## src/rtl/div_issue_ctrl_if.sv

```systemverilog
// ---------------------------------------------------------------------------
// div_issue_ctrl_if
// Bundle of every non-clock/reset signal around the divide issue controller.
//   Pipeline side : ex_valid, inst_opcode, rs1_data, rs2_data, flush (to ctrl)
//                   div_stall, wb_valid, wb_data, div_err (from ctrl)
//   Divider side  : div_ready, div_dividend, div_diviser, div_opcode (from ctrl)
//                   div_rem_data, div_finish (to ctrl)
// master = the controller, slave = its environment (pipeline + divider).
// ---------------------------------------------------------------------------
interface div_issue_ctrl_if;
    logic        ex_valid;
    logic [7:0]  inst_opcode;
    logic [63:0] rs1_data;
    logic [63:0] rs2_data;
    logic        flush;
    logic        div_stall;
    logic        wb_valid;
    logic [63:0] wb_data;
    logic        div_err;
    logic        div_ready;
    logic [63:0] div_dividend;
    logic [63:0] div_diviser;
    logic [7:0]  div_opcode;
    logic [63:0] div_rem_data;
    logic        div_finish;

    modport master (
        input  ex_valid, inst_opcode, rs1_data, rs2_data, flush,
        input  div_rem_data, div_finish,
        output div_stall, wb_valid, wb_data, div_err,
        output div_ready, div_dividend, div_diviser, div_opcode
    );

    modport slave (
        output ex_valid, inst_opcode, rs1_data, rs2_data, flush,
        output div_rem_data, div_finish,
        input  div_stall, wb_valid, wb_data, div_err,
        input  div_ready, div_dividend, div_diviser, div_opcode
    );
endinterface

```

## src/rtl/div_issue_ctrl.sv

```systemverilog
// ---------------------------------------------------------------------------
// div_issue_ctrl
// Execute-stage requester for the iterative divider. Accepts the eight
// DIV/REM opcodes, prepares operands, answers divide-by-zero and signed
// overflow locally, otherwise requests the divider, waits for its result,
// formats it and presents it to writeback. Stalls the pipeline while busy.
// Ports:
//   clk  - clock, rising edge
//   rst  - asynchronous reset, active-low
//   bus  - div_issue_ctrl_if.master (pipeline request/writeback + divider)
// Parameters:
//   TIMEOUT - WAIT/DRAIN cycles before the outstanding divide is abandoned
// ---------------------------------------------------------------------------
module div_issue_ctrl #(
    parameter int TIMEOUT = 96
) (
    input  logic             clk,
    input  logic             rst,
    div_issue_ctrl_if.master bus
);
    localparam logic [7:0] OP_DIV   = 8'h30;
    localparam logic [7:0] OP_DIVU  = 8'h31;
    localparam logic [7:0] OP_REM   = 8'h32;
    localparam logic [7:0] OP_REMU  = 8'h33;
    localparam logic [7:0] OP_DIVW  = 8'h34;
    localparam logic [7:0] OP_DIVUW = 8'h35;
    localparam logic [7:0] OP_REMW  = 8'h36;
    localparam logic [7:0] OP_REMUW = 8'h37;

    localparam int               CNT_W    = $clog2(TIMEOUT + 1);
    localparam logic [CNT_W-1:0] CNT_LAST = CNT_W'(TIMEOUT - 1);

    typedef enum logic [4:0] {
        S_IDLE  = 5'b00001,
        S_ISSUE = 5'b00010,
        S_WAIT  = 5'b00100,
        S_DONE  = 5'b01000,
        S_DRAIN = 5'b10000
    } state_e;

    function automatic logic [63:0] sext32(input logic [31:0] x);
        return {{32{x[31]}}, x};
    endfunction

    function automatic logic [63:0] prep_operand(input logic [63:0] x,
                                                 input logic        w,
                                                 input logic        sgn);
        if (!w)
            return x;
        else if (sgn)
            return sext32(x[31:0]);
        else
            return {32'b0, x[31:0]};
    endfunction

    state_e           state_q, state_d;
    logic [CNT_W-1:0] cnt_q, cnt_d;
    logic [63:0]      dividend_q, dividend_d;
    logic [63:0]      divisor_q, divisor_d;
    logic [7:0]       opcode_q, opcode_d;
    logic [63:0]      wb_data_q, wb_data_d;
    logic             err_q, err_d;

    logic        is_div, is_w, is_sgn, is_rem, lat_w;
    logic [63:0] dividend_p, divisor_p, special_res;
    logic        div_zero, ovf, accept;
    logic        stall_c, wb_valid_c, ready_c;

    always_comb begin
        is_div = 1'b1;
        is_w   = 1'b0;
        is_sgn = 1'b0;
        is_rem = 1'b0;
        case (bus.inst_opcode)
            OP_DIV:   is_sgn = 1'b1;
            OP_DIVU:  ;
            OP_REM:   begin is_sgn = 1'b1; is_rem = 1'b1; end
            OP_REMU:  is_rem = 1'b1;
            OP_DIVW:  begin is_w = 1'b1; is_sgn = 1'b1; end
            OP_DIVUW: is_w = 1'b1;
            OP_REMW:  begin is_w = 1'b1; is_sgn = 1'b1; is_rem = 1'b1; end
            OP_REMUW: begin is_w = 1'b1; is_rem = 1'b1; end
            default:  is_div = 1'b0;
        endcase
    end

    assign lat_w = (opcode_q == OP_DIVW) || (opcode_q == OP_DIVUW) ||
                   (opcode_q == OP_REMW) || (opcode_q == OP_REMUW);

    assign dividend_p = prep_operand(bus.rs1_data, is_w, is_sgn);
    assign divisor_p  = prep_operand(bus.rs2_data, is_w, is_sgn);
    assign div_zero   = (divisor_p == 64'd0);
    assign ovf = is_sgn && (is_w ?
                 (bus.rs1_data[31:0] == 32'h8000_0000 && bus.rs2_data[31:0] == 32'hFFFF_FFFF) :
                 (bus.rs1_data == 64'h8000_0000_0000_0000 && bus.rs2_data == {64{1'b1}}));

    // Locally resolved results; remainder by zero returns the dividend
    // re-extended from its low word for W ops (also for REMUW).
    always_comb begin
        special_res = 64'd0;
        if (div_zero)
            special_res = is_rem ? (is_w ? sext32(bus.rs1_data[31:0]) : bus.rs1_data)
                                 : {64{1'b1}};
        else if (!is_rem)
            special_res = is_w ? sext32(32'h8000_0000) : 64'h8000_0000_0000_0000;
    end

    // rst gating keeps div_stall low while reset is held.
    assign accept = rst && bus.ex_valid && is_div && !bus.flush;

    always_comb begin
        state_d    = state_q;
        cnt_d      = cnt_q;
        dividend_d = dividend_q;
        divisor_d  = divisor_q;
        opcode_d   = opcode_q;
        wb_data_d  = wb_data_q;
        err_d      = err_q;
        stall_c    = 1'b0;
        wb_valid_c = 1'b0;
        ready_c    = 1'b0;
        case (state_q)
            S_IDLE: begin
                cnt_d = '0;
                if (accept) begin
                    dividend_d = dividend_p;
                    divisor_d  = divisor_p;
                    opcode_d   = bus.inst_opcode;
                    err_d      = 1'b0;
                    if (div_zero || ovf) begin
                        wb_data_d = special_res;
                        state_d   = S_DONE;
                    end else begin
                        stall_c = 1'b1;
                        state_d = S_ISSUE;
                    end
                end
            end
            S_ISSUE: begin
                ready_c = 1'b1;
                stall_c = 1'b1;
                cnt_d   = '0;
                state_d = S_WAIT;
            end
            S_WAIT: begin
                stall_c = 1'b1;
                cnt_d   = cnt_q + CNT_W'(1);
                if (bus.div_finish) begin
                    wb_data_d = lat_w ? sext32(bus.div_rem_data[31:0]) : bus.div_rem_data;
                    state_d   = S_DONE;
                end else if (bus.flush) begin
                    state_d = S_DRAIN;
                end else if (cnt_q == CNT_LAST) begin
                    wb_data_d = 64'd0;
                    err_d     = 1'b1;
                    state_d   = S_DONE;
                end
            end
            S_DRAIN: begin
                // The divider cannot be cancelled; swallow its result.
                stall_c = bus.ex_valid && is_div;
                cnt_d   = cnt_q + CNT_W'(1);
                if (bus.div_finish || cnt_q >= CNT_LAST)
                    state_d = S_IDLE;
            end
            S_DONE: begin
                stall_c    = bus.ex_valid && is_div;
                wb_valid_c = !bus.flush;
                state_d    = S_IDLE;
            end
            default: state_d = S_IDLE;
        endcase
    end

    always_ff @(posedge clk or negedge rst) begin
        if (!rst) begin
            state_q    <= S_IDLE;
            cnt_q      <= '0;
            dividend_q <= 64'd0;
            divisor_q  <= 64'd0;
            opcode_q   <= 8'd0;
            wb_data_q  <= 64'd0;
            err_q      <= 1'b0;
        end else begin
            state_q    <= state_d;
            cnt_q      <= cnt_d;
            dividend_q <= dividend_d;
            divisor_q  <= divisor_d;
            opcode_q   <= opcode_d;
            wb_data_q  <= wb_data_d;
            err_q      <= err_d;
        end
    end

    assign bus.div_stall    = stall_c;
    assign bus.wb_valid     = wb_valid_c;
    assign bus.wb_data      = wb_data_q;
    assign bus.div_err      = err_q;
    assign bus.div_ready    = ready_c;
    assign bus.div_dividend = dividend_q;
    assign bus.div_diviser  = divisor_q;
    assign bus.div_opcode   = opcode_q;
endmodule

```

## src/flat_wrapper.sv

```systemverilog
// flat-port wrapper written by rule: the top's interface ports become plain ports
module div_issue_ctrl_flat 
#(
    parameter int TIMEOUT = 96
)
  (clk, rst, bus_ex_valid, bus_inst_opcode, bus_rs1_data, bus_rs2_data, bus_flush, bus_div_rem_data, bus_div_finish, bus_div_stall, bus_wb_valid, bus_wb_data, bus_div_err, bus_div_ready, bus_div_dividend, bus_div_diviser, bus_div_opcode);
  div_issue_ctrl_if bus_i ();
  input  logic clk;
  input  logic rst;
  input wire logic [$bits(bus_i.ex_valid)-1:0] bus_ex_valid;
  input wire logic [$bits(bus_i.inst_opcode)-1:0] bus_inst_opcode;
  input wire logic [$bits(bus_i.rs1_data)-1:0] bus_rs1_data;
  input wire logic [$bits(bus_i.rs2_data)-1:0] bus_rs2_data;
  input wire logic [$bits(bus_i.flush)-1:0] bus_flush;
  input wire logic [$bits(bus_i.div_rem_data)-1:0] bus_div_rem_data;
  input wire logic [$bits(bus_i.div_finish)-1:0] bus_div_finish;
  output wire logic [$bits(bus_i.div_stall)-1:0] bus_div_stall;
  output wire logic [$bits(bus_i.wb_valid)-1:0] bus_wb_valid;
  output wire logic [$bits(bus_i.wb_data)-1:0] bus_wb_data;
  output wire logic [$bits(bus_i.div_err)-1:0] bus_div_err;
  output wire logic [$bits(bus_i.div_ready)-1:0] bus_div_ready;
  output wire logic [$bits(bus_i.div_dividend)-1:0] bus_div_dividend;
  output wire logic [$bits(bus_i.div_diviser)-1:0] bus_div_diviser;
  output wire logic [$bits(bus_i.div_opcode)-1:0] bus_div_opcode;
  assign bus_i.ex_valid = bus_ex_valid;
  assign bus_i.inst_opcode = bus_inst_opcode;
  assign bus_i.rs1_data = bus_rs1_data;
  assign bus_i.rs2_data = bus_rs2_data;
  assign bus_i.flush = bus_flush;
  assign bus_i.div_rem_data = bus_div_rem_data;
  assign bus_i.div_finish = bus_div_finish;
  assign bus_div_stall = bus_i.div_stall;
  assign bus_wb_valid = bus_i.wb_valid;
  assign bus_wb_data = bus_i.wb_data;
  assign bus_div_err = bus_i.div_err;
  assign bus_div_ready = bus_i.div_ready;
  assign bus_div_dividend = bus_i.div_dividend;
  assign bus_div_diviser = bus_i.div_diviser;
  assign bus_div_opcode = bus_i.div_opcode;
  div_issue_ctrl #(.TIMEOUT(TIMEOUT)) u_core (.clk(clk), .rst(rst), .bus(bus_i));
endmodule
```

## config.mk

```make
export PLATFORM = sky130hd
export DESIGN_NAME = div_issue_ctrl_flat
export DESIGN_NICKNAME = d
export VERILOG_FILES = /design/src/rtl/div_issue_ctrl_if.sv /design/src/rtl/div_issue_ctrl.sv /design/src/flat_wrapper.sv
export SDC_FILE = /design/constraint.sdc
export NUM_CORES = 1
export LEC_CHECK = 0
export ABC_AREA = 1
export BUFFER_PORTS_ARGS = -buffer_cell sky130_fd_sc_hd__buf_2
export CAP_MARGIN = 10
export CORE_AREA = 2 2 157 159
export DETAILED_ROUTE_END_ITERATION = 8
export DIE_AREA = 0 0 159 161
export PLACE_DENSITY = 0.79
export REMOVE_ABC_BUFFERS = 1
export SYNTH_ARGS = -nofsm -noshare
export SYNTH_HDL_FRONTEND = slang
export SYNTH_SLANG_ARGS = --single-unit
export TNS_END_PERCENT = 1
```

## constraint.sdc

```tcl
create_clock -name clk -period 4.55 [get_ports clk]
set_clock_uncertainty 0.2 [all_clocks]
set_input_delay 0.455 -clock clk [delete_from_list [all_inputs] [get_ports clk]]
set_output_delay 0.455 -clock clk [all_outputs]
set_load 0.02 [all_outputs]
```

==> results of run 1 <==
-- area by class of cell --
cell class | instances | area share
inverters | 104 | 0.0282
clock inverters | 9 | 0.00727
flip-flops and latches | 213 | 0.382
repair buffers | 451 | 0.177
well taps | 324 | 0.0291
multi-input cells | 1049 | 0.324
clock buffers | 34 | 0.0516
-- worst paths after layout --
check / startpoint / to / slack, ps / cells past startpoint
min: bus_rs1_data[45] / u_core.bus.div_dividend[45]$_DFFE_PN0P_ / 20 / 3
min in group asynchronous: rst / u_core.bus.div_opcode[7]$_DFFE_PN0P_ / 330 / 2
max: bus_rs1_data[26] / bus_div_stall / 1370 / 11
max reg2reg: u_core.state_q[1]$_DFFE_PN0P_ / u_core.bus.wb_data[7]$_DFFE_PN0P_ / 1660 / 10
max in group asynchronous: rst / u_core.bus.div_diviser[19]$_DFFE_PN0P_ / 2430 / 3
min reg2reg: u_core.bus.div_diviser[21]$_DFFE_PN0P_ / u_core.bus.div_diviser[21]$_DFFE_PN0P_ / 270 / 2
-- cell usage after synthesis, types with 2 or more instances --
cell        n  share of area
nand2_1   591           0.21
dfrtp_1   212           0.50
nor2_1    144          0.051
o21ai_0   140          0.066
inv_1     100          0.035
a21oi_1    65          0.031
clkbuf_1   46          0.016
nand3_1    31          0.015
nand4_1    24          0.014
buf_6      15          0.016
nor3_1     14         0.0066
buf_2      12         0.0056
a31oi_1     4         0.0023
buf_4       4         0.0028
nand3_2     4         0.0038
nor2_4      4         0.0042
inv_2       3         0.0011
o21ai_1     3         0.0014
or2_2       3         0.0018
xor2_1      3         0.0025
nand2_2     2         0.0012
nand3b_1    2         0.0014
nor2_2      2         0.0012
o21ai_2     2         0.0016
o31ai_1     2         0.0014
-- what timing repair did --
| item | in CTS | in global routing |
|---|---|---|
| gates resized for setup | 0 | 0 |
| hold buffers | 28 | 0 |
| endpoints found under the hold margin | 102 | 0 |
| setup buffers | 0 | 0 |
-- power by group --
group          total, mW  switching, mW  internal, mW
clock network       2.01          0.801          1.21
registers           2.26          0.138          2.13
logic               1.52           1.08         0.444
-- worst max-delay path, cell delays in order --
cell and delay, ps:
dlygate4sd3_1 540, buf_2 140, nor3_1 440, nand4_1 140
nand2_1 110, nand3_1 150, nor2_1 130, nand2_1 90
nand3_1 100, nand2_1 60, buf_2 160
-- layer usage --
layer,vias to the layer above,wire (um),GRT usage
li1,5339,-,-
met1,5155,14800,0.361
met2,612,17500,0.467
met3,130,3150,0.0575
met4,4,1780,0.127
met5,-,14,0
-- flip-flops by register name (all words and copies together), names as in the netlist --
signal                   count
u_core.bus.div_dividend     64
u_core.bus.div_diviser      64
u_core.bus.div_err           1
u_core.bus.div_opcode        8
u_core.bus.wb_data          64
u_core.cnt_q                 7
u_core.state_q               5
-- stage by stage --
stage / hold WS (ps) / std cells
finish: 23.2 / 2184
global placement: 248 / 2113
global route: 27.4 / 2184
CTS: 4.80 / 2184
detailed placement: 253 / 2113
floorplan: -40.6 / 1366
-- logic make-up (layout without fill, tap and decap cells) --
logic type,Yosys count,count (layout),share of synthesized area
AOI/OAI and AO/OA,220,220,0.106
DFF,213,213,0.501
and+or+nand+nor,825,825,0.312
xor gates and xnor gates,3,3,0.00247
adders and majority gates,1,1,0.00117
buffers and inverters,181,598,0.0772
-- layout by cell type, fill, tap and decap left out, types with 3 or more instances in the layout --
cell type,netlist,layout
clkinv_2,0,5
buf_2,12,407
nand4_1,24,24
clkbuf_1,46,3
nor2_1,144,141
nor2_2,2,3
xor2_1,3,3
dlygate4sd3_1,0,28
buf_4,4,13
nor3_1,14,13
nor2_4,4,6
a31oi_1,4,4
dfrtp_1,212,212
nand3_2,4,5
clkbuf_16,0,25
clkbuf_8,0,6
inv_1,100,100
o21ai_0,140,140
nand2_1,591,591
a21oi_1,65,65
or2_2,3,3
nand3_1,31,30
o21ai_1,3,3
==> reports/metrics.yaml, run 1 <==
finish:
  fin_util: 0.582
  final_area_mm2: 0.0139
  antennaDiodeCount: 0
  regArea_mm2: 0.00533
  drive_gt1_frac: 0.265
  fill_cells: 2183
  multi_input_comb_area_mm2: 0.00452
  area_delta_synth_final_pct: 30.9
  nets: 2050
timing:
  hold_viol_final: 0
  fin_tns_setup_ps: 0
  finalMaxSlewViolations: 0
  min_period_ps: 3180
  final.setup.worst_slack_ps: 1370
  finalSetupViolCount: 0
  max-slew-margin-rel: 0.322
  tightest_slew_ps: 1010
  fin_crit_sh: 0.699
  fmax_mhz: 315
  rsz0062_at_grt: "no"
power:
  finalPower_mw: 5.80
  ir_drop_mv: 0.237
  p_leak_nw: 8.11
  power_density_mw_per_mm2: 416
route:
  via_count: 11200
  totalWireLength_mm: 37.3
  drc_errors: 0
  drtIter0Drc: 1140
  wl_per_cell_um: 17.1
  antenna_left: 0
  first_pass_iters: 5
  viasPerCell: 5.15
yosys:
  async_flop_share: 1.00
  synth.distinct_cells: 36
  syn_inst: 1443
  synth_edf_count: 0
  yosys_register_bits: 213
  synth_flop_cell: "dfrtp_1"
  yosysWarnings: 0
  synth_area_mm2: 0.0106
  avgSynthCellArea_um2: 7.38
  seq_area_frac_synth: 0.501
grt:
  antenna_found_initial: 2
  grt_pass1_vias: 11000
  globalRouteOverflowTotal: 0
  grt_pass1_wl_mm: 58.1
  grt_max_degree: 141
  grt_util_all_layers: 0.282
floorplanning:
  die_y_um: 161
  io_pins: 409
  dieArea_mm2: 0.0256
  fp.dieW_um: 159
  core_mm2: 0.0240
  start_util: 0.444
  row_count: 57
clocking:
  cts_buffers: 25
  cts-root-buf: "clkbuf_16"
  cts_tree: "yes"
  clk_latency_ps: 520
  cts_max_level: 1
  cts_buffer_depth: 3
  clock-sinks: 213
  path_clk_slew_ps: 60
critical_path:
  critPathKind: "input port to output port"
  startpoint_type: "input port"
  arrival_ps: 2520
  crit_path_max_fanout: 3
  crit_required_ps: 3890
  worst_setup_path_end_kind: "output port"
place:
  io_buffers: 408
  dp.final_hpwl_mm: 26.0
  place.gp.congestion: 0.930
  placed_area_mm2: 0.0128
  pre_cts_slack_ps: 1030
min_path:
  min_path_type: "input port to register"
status:
  status: "complete, no violations"
flow_run:
  max_cap_violations: 0
No activity file was read; power rests on OpenSTA's default activity.
==> run 2: changes to the inputs <==
PLACE_DENSITY = 0.82   (was 0.79)
clock period = 2.6 ns   (was 4.55 ns; I/O delays follow)
==> run 2 against run 1 <==
  * Critical path depth grew 1
  * Power grew 79%
  * Critical endpoint unchanged
  * Global-route usage grew 5.6 points
  * The run now ends with negative hold slack left
==> reports/metrics.yaml, run 2 (synthesis gave the netlist of run 1 again) <==
status:
  status: "finished, violations left"
  violations: "negative hold slack"
finish:
  fin_util: 0.668  # +0.0858
  layout_common_cells: "nand2_1, buf_2, dfrtp_1"
  final_common_cell: "nand2_1"
  nets: 2242  # +9.4%
  final_area_mm2: 0.0160  # +15%
  area_delta_synth_final_pct: 50.3
  drive_gt1_frac: 0.251  # -0.0132
min_path:
  worstHoldPathCells: 3  # unchanged
  hold_end: "u_core.bus.div_diviser[8]$_DFFE_PN0P_"
  hold_path.startpoint: "bus_rs2_data[8]"
  min_path_type: "input port to register"
timing:
  tightest_slew_ps: 697  # -317 ps
  holdWs_ps: -7.42  # -30.6 ps
  rsz0062_at_grt: "no"
  hold_viol_final: 1  # +1
  fmax_mhz: 398
  max-slew-margin-rel: 0.535  # +0.213
  finalMaxSlewViolations: 0  # unchanged
  min_period_ps: 2510
  fin_crit_sh: 0.966
  finalSetupViolCount: 0  # unchanged
grt:
  grt_max_degree: 121  # -14%
  grt_pass1_vias: 13100  # +19%
  grt_util_all_layers: 0.338  # +0.0556
  globalRouteOverflowTotal: 0  # unchanged
  grt_pass1_wl_mm: 69.5  # +19%
  antenna_found_initial: 1  # -1
critical_path:
  startpoint_type: "input port"
  crit_required_ps: 2140  # -1750 ps
  rr_startpoint: "u_core.state_q[1]$_DFFE_PN0P_"
  worst_setup_path_end_kind: "output port"
  arrival_ps: 2050  # -470 ps
  critPathKind: "input port to output port"
  crit_path_max_fanout: 3  # unchanged
  reg2reg_to: "u_core.bus.wb_data[10]$_DFFE_PN0P_"
  regToRegSetupSlack_ps: 210  # -1450 ps
  rr_worst_depth: 10  # unchanged
clocking:
  clock-sinks: 213  # unchanged
  cts_tree: "yes"
  cts_buffers: 24  # -4.0%
  cts_max_level: 1  # unchanged
  cts_buffer_depth: 3  # unchanged
  path_clk_slew_ps: 60  # about the same
  cts-root-buf: "clkbuf_16"
  postCtsSetupRepairBufs: 0  # unchanged
  clk_latency_ps: 520  # about the same
route:
  wl_met2_mm: 20.2  # +16%
  totalWireLength_mm: 43.9  # +18%
  first_pass_iters: 8  # +3
  wl_met3_mm: 4.57  # +45%
  via_count: 13000  # +15%
  highest_layer: "met4"
  viasPerCell: 5.45  # +5.9%
  wl_per_cell_um: 18.5  # +8.2%
  met1_length_mm: 16.1  # +8.2%
  antenna_left: 0  # unchanged
  drtIter0Drc: 1658  # +45%
  drc_errors: 0  # unchanged
floorplanning:
  dieArea_mm2: 0.0256  # unchanged
  core_mm2: 0.0240  # unchanged
  row_count: 57  # unchanged
  fp.dieW_um: 159  # unchanged
  die_y_um: 161  # unchanged
  io_pins: 409  # unchanged
  start_util: 0.444  # unchanged
place:
  place.gp.congestion: 0.919  # -1.3%
  io_buffers: 408  # unchanged
  dp.final_hpwl_mm: 26.1  # +0.58%
  placed_area_mm2: 0.0131  # +1.8%
flow_run:
  max_cap_violations: 0  # unchanged
power:
  ir_drop_mv: 0.522  # +120%
  p_leak_nw: 8.97  # +11%
  power_density_mw_per_mm2: 651  # +56%
run 2: how the worst max path moves through the flow:
stage,startpoint,to,slack (ps),cells after the start
6_report,bus_rs2_data[13],bus_div_stall,90,12
5_1_grt,bus_rs2_data[23],bus_div_stall,2,11
4_1_cts,bus_rs1_data[41],bus_div_stall,10,13
3_5_place_dp,bus_inst_opcode[7],u_core.bus.wb_data[17]$_DFFE_PN0P_,-0.4,16
3_3_place_gp,bus_inst_opcode[7],u_core.bus.wb_data[50]$_DFFE_PN0P_,20,15
2_1_floorplan,bus_inst_opcode[5],u_core.bus.div_dividend[32]$_DFFE_PN0P_,-4170,8
run 2: what timing repair did:
item                                    in CTS  in global routing
endpoints found under the hold margin      406                  0
endpoints found under the setup margin       0                  2
hold buffers                               209                  0
resized for setup                            0                 21
run 2: power by group:
| group | switching, mW | internal [mW] | leakage [nW] |
|---|---|---|---|
| Combinational | 1.98 | 1.03 | 5.66 |
| Sequential | 0.250 | 3.72 | 2.92 |
| Clock | 1.42 | 2.02 | 0.395 |
run 2: final cells by class:
class                           instances  area [um2]
Timing Repair Buffer                  644        4500
Multi-Input combinational cell       1049        4590
Fill cell                            1784        7960
Tap cell                              324         405
Antenna cell                            1        2.50
Clock inverter                          7        60.1
Inverter                              104         393
Sequential cell                       213        5330
Clock buffer                           36         727
run 2: metal layers:
layer  GRT usage  up-vias
met5           0        -
met4       0.202        0
met3      0.0745      276
met2       0.555     1035
met1       0.411     5921
li1            -     5727
run 2: worst max-delay path, stage by stage:
cell	delay [ps]
dlygate4sd3_1	580
nor2_2	120
nand2_1	60
nor2_1	120
nand2_1	110
nor2_2	170
nand3_2	110
nor2_4	150
nand3_2	100
nand3_2	90
nand2_1	60
buf_6	130
run 2: stage by stage:
stage	hold slack, ps	std cells	worst slack (ps)	total power [mW]	setup TNS [ps]
after floorplan	-236	1366	-4170	5.39	-561800
after global placement	-155	2130	19.1	6.60	0
after detailed placement	-157	2130	-0.423	6.65	-0.423
after CTS	4.01	2382	10.3	10.3	0
after global routing	18.0	2378	1.87	10.9	0
final	-7.42	2378	88.6	10.4	0
==> run 3: changes to the inputs <==
ABC_AREA = unset   (was 1)
CORE_AREA = 2 2 160 162   (was 2 2 157 159)
DIE_AREA = 0 0 162 164   (was 0 0 159 161)
PLACE_DENSITY = 0.77   (was 0.82)
==> run 3 against run 2 <==
  * The run ends with negative setup slack left
  * Clock power fell by 1%
  * Die area rose by 3.8%
  * Combinational power rose by 7.3%
  * Core utilization rose by 0.32 points
  * Setup slack got worse by 140 ps
  * Power rose by 4.3%
  * Register-to-register slack got worse by 180 ps
  * Clock-buffer cell count did not move
  * Global-route usage rose by 0.093 points
  * Design area rose by 4.1%
  * Synthesized area fell by 4.5%
==> reports/metrics.yaml, run 3 <==
clocking:
  cts_buffer_depth: 3  # unchanged
  path_clk_slew_ps: 70  # about the same
  clock-sinks: 213  # unchanged
  cts-root-buf: "clkbuf_16"
  cts_tree: "yes"
  cts_buffers: 24  # unchanged
  clk_latency_ps: 530  # about the same
  cts_max_level: 1  # unchanged
route:
  drtIter0Drc: 1400  # -16%
  antenna_left: 0  # unchanged
  first_pass_iters: 6  # -2
  wl_per_cell_um: 23.8  # +29%
  totalWireLength_mm: 48.6  # +11%
  via_count: 12000  # -7.6%
  drc_errors: 0  # unchanged
  viasPerCell: 5.87  # +7.8%
place:
  placed_area_mm2: 0.0136  # +4.0%
  io_buffers: 408  # unchanged
  place.gp.congestion: 0.896  # -2.4%
  dp.final_hpwl_mm: 28.6  # +9.4%
  pre_cts_slack_ps: -652  # -652 ps
critical_path:
  arrival_ps: 2190  # +140 ps
  slowest_delay_ps: 570  # about the same
  crit_path_max_fanout: 2  # -1
  critPathKind: "input port to output port"
  worst_setup_path_end_kind: "output port"
  crit_required_ps: 2140  # about the same
  critPathBufInv: 4  # +2
  cp_slowest_cell: "or4_4"
  crit_chain: "buf_6 -> or4_4 -> nor4_4 -> buf_4 -> nand4_1 -> o21ai_1 -> buf_4 -> a21oi_4 -> nand2_2 -> o21ai_2 -> buf_6"
  crit_family: "simple AND/OR/NAND/NOR gates"
  startpoint_type: "input port"
finish:
  area_delta_synth_final_pct: 63.7
  final_area_mm2: 0.0167  # +4.1%
  nets: 1900  # -15%
  layout_common_cells: "buf_2, dfrtp_1, dlygate4sd3_1"
  drive_gt1_frac: 0.429  # +0.177
  final_common_cell: "buf_2"
  fill_cells: 1725  # -3.3%
yosys:
  seq_area_frac_synth: 0.524  # +0.0235
  yosys.area.top_type_share: 0.522  # +0.0234
  synth_edf_count: 0  # unchanged
  yosysMostFrequentCell: "dfrtp_1"
  async_flop_share: 1.00  # unchanged
  synth_flop_cell: "dfrtp_1"
  muxShareOfSynthArea: 0.146  # +0.146
  syn_inst: 995  # -31%
  synth.distinct_cells: 52  # +44%
  avgSynthCellArea_um2: 10.2  # +39%
  yosysTopAreaCell: "dfrtp_1"
  synthSimpleGateAreaFrac: 0.157  # -0.155
  synth_xor_area_frac: 0.00603  # +0.00356
  yosys_register_bits: 213  # unchanged
  synth_area_mm2: 0.0102  # -4.5%
  synth-compound-area-share: 0.132  # +0.0254
  yosysWarnings: 0  # unchanged
  yosys-top-cells-count: "dfrtp_1, a21oi_1, nor2_1"
  synth-adder-area-share: 0.00123  # +0.0000552
  synth_top_family_by_area: "simple AND/OR/NAND/NOR gates"
  synthTopCellsByArea: "dfrtp_1, mux2_2, a21oi_1"
timing:
  max-slew-margin-rel: 0.360  # -0.175
  min_period_ps: 2650  # +139 ps
  final.setup.worst_slack_ps: -49.9  # -139 ps
  finalSetupViolCount: 11  # +11
  rsz0062_at_grt: "yes"
  fin_crit_sh: 1.02  # +0.0533
  finalMaxSlewViolations: 0  # unchanged
  hold_viol_final: 0  # -1
  fmax_mhz: 377  # -5.2%
  tightest_slew_ps: 959  # +262 ps
min_path:
  min_path_type: "input port to register"
floorplanning:
  core_mm2: 0.0248  # +3.6%
  io_pins: 409  # unchanged
  start_util: 0.410  # -0.0346
  dieArea_mm2: 0.0266  # +3.8%
  row_count: 58  # +1.8%
  fp.dieW_um: 162  # +1.9%
  die_y_um: 164  # +1.9%
power:
  power_density_mw_per_mm2: 652  # +0.20%
  ir_drop_mv: 0.614  # +18%
  p_leak_nw: 8.64  # -3.6%
grt:
  met2_usage: 0.585  # +0.0306
  met3_usage: 0.0672  # -0.00730
  grt_pass1_vias: 12300  # -6.5%
  grt_pass1_wl_mm: 69.3  # -0.16%
  grt_max_degree: 164  # +36%
  grt.busiest_layer: "met2"
  globalRouteOverflowTotal: 0  # unchanged
  grt_util_all_layers: 0.339  # +0.000934
  antenna_found_initial: 2  # +1
  met1_usage: 0.390  # -0.0208
flow_run:
  max_cap_violations: 0  # unchanged
status:
  status: "finished, violations left"
  violations: "negative setup slack"
-- run 3: cell types whose count changed in the layout (fill, tap and decap cells not counted), sizes merged, moves of 32 or more --
cell,change
a21oi,+88
buf,+126
inv,-99
mux2,+131
nand2,-514
nand3,-32
nor2,-33
nor4,+35
o21ai,-93
-- run 3: path summary, 6_finish.rpt --
path	cells past startpoint	slack, ps	start	to
max	11	-50	bus_rs1_data[53]	bus_div_stall
min	5	20	bus_div_rem_data[63]	u_core.bus.wb_data[63]$_DFFE_PN0P_
min reg2reg	1	280	u_core.bus.wb_data[39]$_DFFE_PN0P_	u_core.bus.wb_data[39]$_DFFE_PN0P_
max reg2reg	8	30	u_core.state_q[4]$_DFFE_PN0P_	u_core.bus.wb_data[15]$_DFFE_PN0P_
min in group asynchronous	3	290	rst	u_core.state_q[1]$_DFFE_PN0P_
max in group asynchronous	3	1160	rst	u_core.bus.wb_data[46]$_DFFE_PN0P_
-- run 3: per-layer routing --
| layer | share of wire | vias up |
|---|---|---|
| li1 | - | 4963 |
| met1 | 0.35 | 5717 |
| met2 | 0.48 | 1041 |
| met3 | 0.10 | 256 |
| met4 | 0.071 | 0 |
| met5 | 0 | - |
-- run 3: cells by family after synthesis --
group                      after synthesis
muxes                                  131
DFF                                    213
buffers and inverters                   76
and+or+nand+nor                        318
adders and majority gates                1
AOI/OAI and AO/OA                      249
xor gates and xnor gates                 7
-- run 3: final cells by class --
| type | instances | area (um2) | share of cell area |
|---|---|---|---|
| Sequential cell | 213 | 5330 | 0.320 |
| Multi-Input combinational cell | 706 | 4770 | 0.286 |
| Inverter | 4 | 15.0 | 0.000902 |
| Clock inverter | 3 | 42.5 | 0.00255 |
| Tap cell | 330 | 413 | 0.0248 |
| Timing Repair Buffer | 745 | 5360 | 0.322 |
| Antenna cell | 2 | 5.00 | 0.000301 |
| Clock buffer | 36 | 717 | 0.0431 |
-- run 3: power by group --
| group | switching [mW] | internal (mW) |
|---|---|---|
| Clock | 1.42 | 1.98 |
| Combinational | 1.85 | 1.38 |
| Sequential | 0.377 | 3.86 |
| Total | 3.64 | 7.22 |
-- run 3: timing repair --
item / in CTS / in global routing
hold buffers: 181 / 0
resized for setup: 11 / 61
gates cloned: 1 / 4
buffers inserted: 5 / 2
endpoints found under the hold margin: 390 / 0
setup endpoints to repair: 65 / 65
pin swaps: 7 / 9
-- run 3: stage by stage --
step	hold slack [ps]	instances	setup TNS [ps]	util	total power [mW]
3_5_place_dp	247	1805	-39160	0.548	6.95
6_report	20.9	2039	-108	0.671	10.9
4_1_cts	1.32	2031	0	0.657	10.6
5_1_grt	14.6	2039	-3230	0.671	11.2
2_1_floorplan	-236	923	-479320	-	5.57
3_3_place_gp	251	1805	-39280	0.548	6.85
-- run 3: worst min-delay path, stage by stage --
cell,delay (ps)
buf_2,80
a21oi_1,50
a2bb2oi_1,120
o21ai_0,60
mux2_2,140
